[config.mk]
export PLATFORM = sky130hd
export DESIGN_NAME = ifetch_unit
export DESIGN_NICKNAME = d
export VERILOG_FILES = /design/src/rtl/ifetch_unit.sv
export SDC_FILE = /design/constraint.sdc
export NUM_CORES = 1
export LEC_CHECK = 0
export ABC_CLOCK_PERIOD_IN_PS = 3900
export BUFFER_PORTS_ARGS = -buffer_cell sky130_fd_sc_hd__buf_2
export CAP_MARGIN = 5
export CELL_PAD_IN_SITES_DETAIL_PLACEMENT = 0
export CELL_PAD_IN_SITES_GLOBAL_PLACEMENT = 2
export CORE_ASPECT_RATIO = 0.8
export CORE_MARGIN = 3
export CORE_UTILIZATION = 38
export CTS_BUF_LIST = sky130_fd_sc_hd__clkbuf_4 sky130_fd_sc_hd__clkbuf_8 sky130_fd_sc_hd__clkbuf_16
export DETAILED_ROUTE_END_ITERATION = 8
export GPL_ROUTABILITY_DRIVEN = 0
export HOLD_SLACK_MARGIN = 0.12
export PLACE_DENSITY_LB_ADDON = 0.1
export SYNTH_ARGS = -nofsm -noshare
export SYNTH_HDL_FRONTEND = slang
export SYNTH_SLANG_ARGS = --single-unit
[constraint.sdc]
create_clock -name clk -period 3.9 [get_ports clk]
set_clock_uncertainty 0.2 [all_clocks]
set_input_delay 0.195 -clock clk [delete_from_list [all_inputs] [get_ports clk]]
set_output_delay 0.195 -clock clk [all_outputs]
set_load 0.1 [all_outputs]
[src/rtl/ifetch_unit.sv]
// RV32 instruction fetch: PC, in-order imem requests, response buffer FIFO and decode handshake.
// Optional build macro IFU_MISALIGN_CHECK_EN adds misalign_o and halts fetch on a misaligned redirect.
module ifetch_unit #(
   parameter logic [31:0] RESET_PC   = 32'h8000_0000,
   parameter int          FIFO_DEPTH = 2
) (
   input  logic        clk,
   input  logic        rst,
   output logic        imem_req_valid,
   input  logic        imem_req_ready,
   output logic [31:0] imem_req_addr,
   input  logic        imem_rsp_valid,
   input  logic [31:0] imem_rsp_data,
   input  logic        redirect_valid,
   input  logic [31:0] redirect_pc,
   output logic        inst_valid_o,
   input  logic        inst_ready_i,
   output logic [31:0] inst_o,
   output logic [31:0] inst_addr_o
`ifdef IFU_MISALIGN_CHECK_EN
   ,
   output logic        misalign_o
`endif
);

   localparam int AW = $clog2(FIFO_DEPTH);
   localparam int CW = AW + 1;
   localparam logic [AW-1:0] PTR_ZERO  = {AW{1'b0}};
   localparam logic [AW-1:0] PTR_ONE   = AW'(1'b1);
   localparam logic [CW-1:0] CNT_ZERO  = {CW{1'b0}};
   localparam logic [CW-1:0] CNT_ONE   = CW'(1'b1);
   localparam logic [CW:0]   DEPTH_LIM = (CW+1)'(FIFO_DEPTH);

   logic [31:0]   pc_q, pc_d;
   logic [31:0]   fifo_inst_q [FIFO_DEPTH];
   logic [31:0]   fifo_addr_q [FIFO_DEPTH];
   logic [31:0]   aq_addr_q   [FIFO_DEPTH];
   logic [AW-1:0] fifo_rd_q, fifo_rd_d, fifo_wr_q, fifo_wr_d;
   logic [AW-1:0] aq_rd_q, aq_rd_d, aq_wr_q, aq_wr_d;
   logic [CW-1:0] fifo_cnt_q, fifo_cnt_d;
   logic [CW-1:0] inflight_q, inflight_d;
   logic [CW-1:0] drop_q, drop_d;
   logic [CW:0]   occupancy_s;
   logic [31:0]   redir_target_s;
   logic          fetch_block_s;
   logic          req_fire_s, rsp_drop_s, rsp_take_s, rsp_counted_s, pop_s;

`ifdef IFU_MISALIGN_CHECK_EN
   logic misalign_q, misalign_d;

   assign redir_target_s = redirect_pc;
   assign fetch_block_s  = misalign_q;
   assign misalign_o     = misalign_q;

   // Misalign flag follows the alignment of the most recent redirect target
   always_comb begin
      if (redirect_valid) begin
         misalign_d = (redirect_pc[1:0] != 2'b00);
      end else begin
         misalign_d = misalign_q;
      end
   end

   // Misalign flag register
   always_ff @(posedge clk) begin
      if (rst) begin
         misalign_q <= 1'b0;
      end else begin
         misalign_q <= misalign_d;
      end
   end
`else
   assign redir_target_s = redirect_pc & 32'hFFFF_FFFC;
   assign fetch_block_s  = 1'b0;
`endif

   // Drop slots count toward occupancy so squashed responses can never overrun the FIFO
   assign occupancy_s    = {1'b0, fifo_cnt_q} + {1'b0, inflight_q} + {1'b0, drop_q};
   assign imem_req_valid = !rst && !redirect_valid && !fetch_block_s && (occupancy_s < DEPTH_LIM);
   assign imem_req_addr  = pc_q;
   assign req_fire_s     = imem_req_valid && imem_req_ready;
   assign rsp_drop_s     = imem_rsp_valid && (drop_q != CNT_ZERO);
   assign rsp_take_s     = imem_rsp_valid && (drop_q == CNT_ZERO) && (inflight_q != CNT_ZERO);
   assign rsp_counted_s  = rsp_drop_s || rsp_take_s;
   assign inst_valid_o   = (fifo_cnt_q != CNT_ZERO) && !redirect_valid;
   assign pop_s          = inst_valid_o && inst_ready_i;
   assign inst_o         = fifo_inst_q[fifo_rd_q];
   assign inst_addr_o    = fifo_addr_q[fifo_rd_q];

   // Next-state for PC, queue pointers and counters; redirect overrides every other event
   always_comb begin
      pc_d       = pc_q;
      fifo_rd_d  = fifo_rd_q;
      fifo_wr_d  = fifo_wr_q;
      aq_rd_d    = aq_rd_q;
      aq_wr_d    = aq_wr_q;
      fifo_cnt_d = fifo_cnt_q;
      inflight_d = inflight_q;
      drop_d     = drop_q;
      if (redirect_valid) begin
         pc_d       = redir_target_s;
         fifo_rd_d  = PTR_ZERO;
         fifo_wr_d  = PTR_ZERO;
         aq_rd_d    = PTR_ZERO;
         aq_wr_d    = PTR_ZERO;
         fifo_cnt_d = CNT_ZERO;
         inflight_d = CNT_ZERO;
         drop_d     = drop_q + inflight_q - (rsp_counted_s ? CNT_ONE : CNT_ZERO);
      end else begin
         if (req_fire_s) begin
            pc_d    = pc_q + 32'd4;
            aq_wr_d = aq_wr_q + PTR_ONE;
         end else begin
            pc_d    = pc_q;
            aq_wr_d = aq_wr_q;
         end
         if (rsp_take_s) begin
            aq_rd_d   = aq_rd_q + PTR_ONE;
            fifo_wr_d = fifo_wr_q + PTR_ONE;
         end else begin
            aq_rd_d   = aq_rd_q;
            fifo_wr_d = fifo_wr_q;
         end
         if (pop_s) begin
            fifo_rd_d = fifo_rd_q + PTR_ONE;
         end else begin
            fifo_rd_d = fifo_rd_q;
         end
         inflight_d = inflight_q + (req_fire_s ? CNT_ONE : CNT_ZERO) - (rsp_take_s ? CNT_ONE : CNT_ZERO);
         fifo_cnt_d = fifo_cnt_q + (rsp_take_s ? CNT_ONE : CNT_ZERO) - (pop_s ? CNT_ONE : CNT_ZERO);
         drop_d     = drop_q - (rsp_drop_s ? CNT_ONE : CNT_ZERO);
      end
   end

   // PC, pointer and counter registers
   always_ff @(posedge clk) begin
      if (rst) begin
         pc_q       <= RESET_PC;
         fifo_rd_q  <= PTR_ZERO;
         fifo_wr_q  <= PTR_ZERO;
         aq_rd_q    <= PTR_ZERO;
         aq_wr_q    <= PTR_ZERO;
         fifo_cnt_q <= CNT_ZERO;
         inflight_q <= CNT_ZERO;
         drop_q     <= CNT_ZERO;
      end else begin
         pc_q       <= pc_d;
         fifo_rd_q  <= fifo_rd_d;
         fifo_wr_q  <= fifo_wr_d;
         aq_rd_q    <= aq_rd_d;
         aq_wr_q    <= aq_wr_d;
         fifo_cnt_q <= fifo_cnt_d;
         inflight_q <= inflight_d;
         drop_q     <= drop_d;
      end
   end

   // Storage: in-flight address queue and {addr, inst} buffer; cleared on reset so outputs read zero
   always_ff @(posedge clk) begin
      if (rst) begin
         for (int i = 0; i < FIFO_DEPTH; i++) begin
            fifo_inst_q[i] <= 32'h0000_0000;
            fifo_addr_q[i] <= 32'h0000_0000;
            aq_addr_q[i]   <= 32'h0000_0000;
         end
      end else begin
         if (req_fire_s) begin
            aq_addr_q[aq_wr_q] <= pc_q;
         end
         if (rsp_take_s && !redirect_valid) begin
            fifo_inst_q[fifo_wr_q] <= imem_rsp_data;
            fifo_addr_q[fifo_wr_q] <= aq_addr_q[aq_rd_q];
         end
      end
   end

endmodule

==> flow_metrics.tcl <==
set metrics [dict create \
    clock-sinks 226 \
    status "complete, no violations" \
    cts_root_buf "clkbuf_16" \
    h-tree-depth 1 \
    drc 0 \
    yosys.area_share.simple 0.1635 \
    hold_viol 0 \
    clk_pin_slew_worst_paths_ns 0.06 \
    cts_inserted_buffers 25 \
    cts_tree "built" \
    seq_power_share 0.470 \
    yosysUniqueCellTypes 46 \
    avgSynthCellArea_sq_um 12.54 \
    crit_path_max_fanout 16 \
    rows 52 \
    ys_async_sr_fraction 0 \
    synth_area_sq_um 10200 \
    clk_path_buf_depth 3 \
    p_comb_frac 0.156 \
    nets 1124 \
    holdPathStages 6 \
    max_cap_violations 0 \
    ys_seq_elements 226 \
    post-route-period-util 0.9567 \
    synthFlopType "edfxtp_1" \
    muxShareOfSynthArea 0.1011 \
    clock_latency_ns 0.52 \
    grt_pass1_vias 6987 \
    vias 6928 \
    synth_compound_area_frac 0.04123 \
    layoutNonFillerInstCount 1413 \
    fp.dieH_um 152.5 \
    max_freq_mhz 268.0 \
    grt_overflow 0 \
    layout_commonest_cell "edfxtp_1" \
    crit_type "register to register" \
    power.total_w 0.005991 \
    finalMaxSlewViolations 0 \
    arrival_ns 4.00 \
    dp.cells 1279 \
    p_switching_w 0.001698 \
    drtIter0Drc 427 \
    wl_per_cell_um 17.24 \
    area_growth_pct 27.30 \
    synth_cells 813 \
    power_density_nw_per_um2 461.6 \
    power.leakage_nw 5.182 \
    layout_common_cells "edfxtp_1 (184), buf_2 (161), and2_1 (103), nor2_1 (92), dlygate4sd3_1 (88)" \
    core_sq_um 25830 \
    worstSetupEndpointType "register" \
    worstRegToRegCells 12 \
    synth_adder_area_share 0.01423 \
    setup_viol 0 \
    io_pins 168 \
    swShare 0.2835 \
    postRouteAntennaNets 0 \
    grt_pass1_wl_um 38920 \
    internal_power_w 0.004293 \
    synth_top_family_by_area "simple AND/OR/NAND/NOR gates" \
    cts_setup_buffers 0 \
    synth_xor_area_frac 0.02148 \
    grt_antenna_before_repair 0 \
    avgViaCountPerCell 4.903 \
    pwr-share-clk 0.374 \
    dr.pass1.iters 5 \
    synth_edf_count 184 \
    die_area_sq_um 28850 \
    critPathRequiredTime_ns 4.17 \
    place_hpwl_um 15230 \
    fp.dieW_um 189.1 \
    synth_seq_area_share 0.6244 \
    drive_gt1_frac 0.2714 \
    post-route-min-period_ns 3.731 \
    grt_usage 0.1669 \
    start_kind "register" \
    grt_max_degree 63 \
    initial_utilization 0.3947 \
    hold_path.class "primary input to register" \
    yosys_warnings 0 \
    routed_wl_um 24360 \
    peakVddDrop_v 0.0002913 \
    worst_pin_slew_ns 1.150 \
    port_buffers 161 \
    slew_headroom 0.2333 \
]
cell type report:
| class | count | area, sq um |
|---|---|---|
| fill | 2368 | 12850 |
| timing repair buffer | 263 | 1817 |
| multi-input combinational | 513 | 3518 |
| sequential | 226 | 6367 |
| clock inverter | 14 | 97.59 |
| antenna | 1 | 2.502 |
| tap | 351 | 439.2 |
| inverter | 14 | 55.05 |
| clock buffer | 31 | 683.2 |
sequential cells by signal, summed over array words and instances, names as in the netlist, named ones only:
signal	cells
aq_addr_q	60
fifo_cnt_q	2
inflight_q	2
aq_wr_q	1
fifo_inst_q	64
aq_rd_q	1
fifo_addr_q	60
fifo_rd_q	1
drop_q	2
fifo_wr_q	1
imem_req_addr	30
worst max-delay path, stage by stage, from the launching register on:
cell and delay (ns):
dfxtp_1 0.40, inv_1 0.10, fa_1 0.48, inv_1 0.04
ha_1 0.31, nor4b_2 0.29, and2_4 0.20, inv_4 0.08
nor4_2 0.25, a21oi_1 0.07, dlygate4sd3_1 0.58, a21oi_1 0.13
dlygate4sd3_1 0.54
power by group through the flow:
stage | registers [W] | clock network [W] | logic (W)
CTS | 0.00282 | 0.00229 | 0.000941
floorplan | 0.00299 | 0 | 0.000539
global placement | 0.00286 | 0 | 0.000854
finish | 0.00282 | 0.00224 | 0.000935
detailed placement | 0.00287 | 0 | 0.000863
global route | 0.00283 | 0.00239 | 0.00101
repair_timing:
action	4_1_cts	5_1_grt
setup endpoints to repair	0	5
hold buffers	88	0
resized for setup	0	4
endpoints found under the hold margin	106	0
stage by stage:
stage	util	setup TNS (ns)	setup slack, ns	hold WS (ns)	instance area (sq um)
6_report	0.5025	0	0.1690	0.2057	12980
5_1_grt	0.5024	-0.008750	-0.008750	0.2335	12980
4_1_cts	0.5019	0	0.1175	0.2462	12960
3_5_place_dp	0.4376	0	0.5816	0.2547	11300
3_3_place_gp	0.4376	0	0.6536	0.2490	11300
2_1_floorplan	-	0	0.5169	0.1212	10210
path summary, 6_finish.rpt:
path                 endpoint  slack [ns]            from
max          imem_req_addr[8]        0.17       drop_q[1]
min reg2reg          register        0.31       fifo_rd_q
max reg2reg  imem_req_addr[8]        0.17       drop_q[1]
min          imem_req_addr[3]        0.21  imem_req_ready
Yosys cell counts, types with 2 or more instances:
cell type,count,area share
a21oi_1,20,0.0098
o211ai_1,2,0.0015
nand2b_1,2,0.0012
o21ai_0,12,0.0059
nand4_1,17,0.010
a32oi_1,2,0.0017
or2_2,2,0.0012
buf_2,12,0.0059
o22ai_1,8,0.0049
clkbuf_1,38,0.014
nand3_1,11,0.0054
edfxtp_1,184,0.54
or3_1,5,0.0031
a21o_1,2,0.0015
buf_6,2,0.0022
mux2i_1,31,0.030
inv_1,12,0.0044
a31oi_1,12,0.0074
buf_1,3,0.0011
clkbuf_2,2,0.00098
and3_1,41,0.025
nor2_1,93,0.034
a41oi_1,2,0.0017
nor3_1,6,0.0029
ha_1,10,0.012
xor2_1,13,0.011
and2_1,104,0.064
and4_1,4,0.0034
a211oi_1,4,0.0029
dfxtp_1,42,0.082
mux2_2,64,0.071
buf_4,6,0.0044
nand2_1,19,0.0070
inv_2,2,0.00074
xnor2_1,12,0.010
a311oi_1,2,0.0017
routing by layer:
metal,global-route usage,part of all wire,vias to the layer above,wire length (um)
li1,-,-,3378,-
met1,0.2474,0.50,3308,12060
met2,0.2581,0.43,209,10570
met3,0.02806,0.054,33,1311
met4,0.03616,0.017,0,413
met5,0,0,-,0
logic make-up (layout without fill, tap and decap cells):
| logic type | count (synthesis) | in the layout |
|---|---|---|
| AOI/OAI and AO/OA | 69 | 69 |
| xor gates and xnor gates | 25 | 25 |
| adders and majority gates | 11 | 11 |
| buffers and inverters | 77 | 322 |
| DFF | 226 | 226 |
| muxes | 95 | 95 |
| other | 1 | 5 |
| and+or+nand+nor | 309 | 309 |
Power figures use the tool's default switching activity.
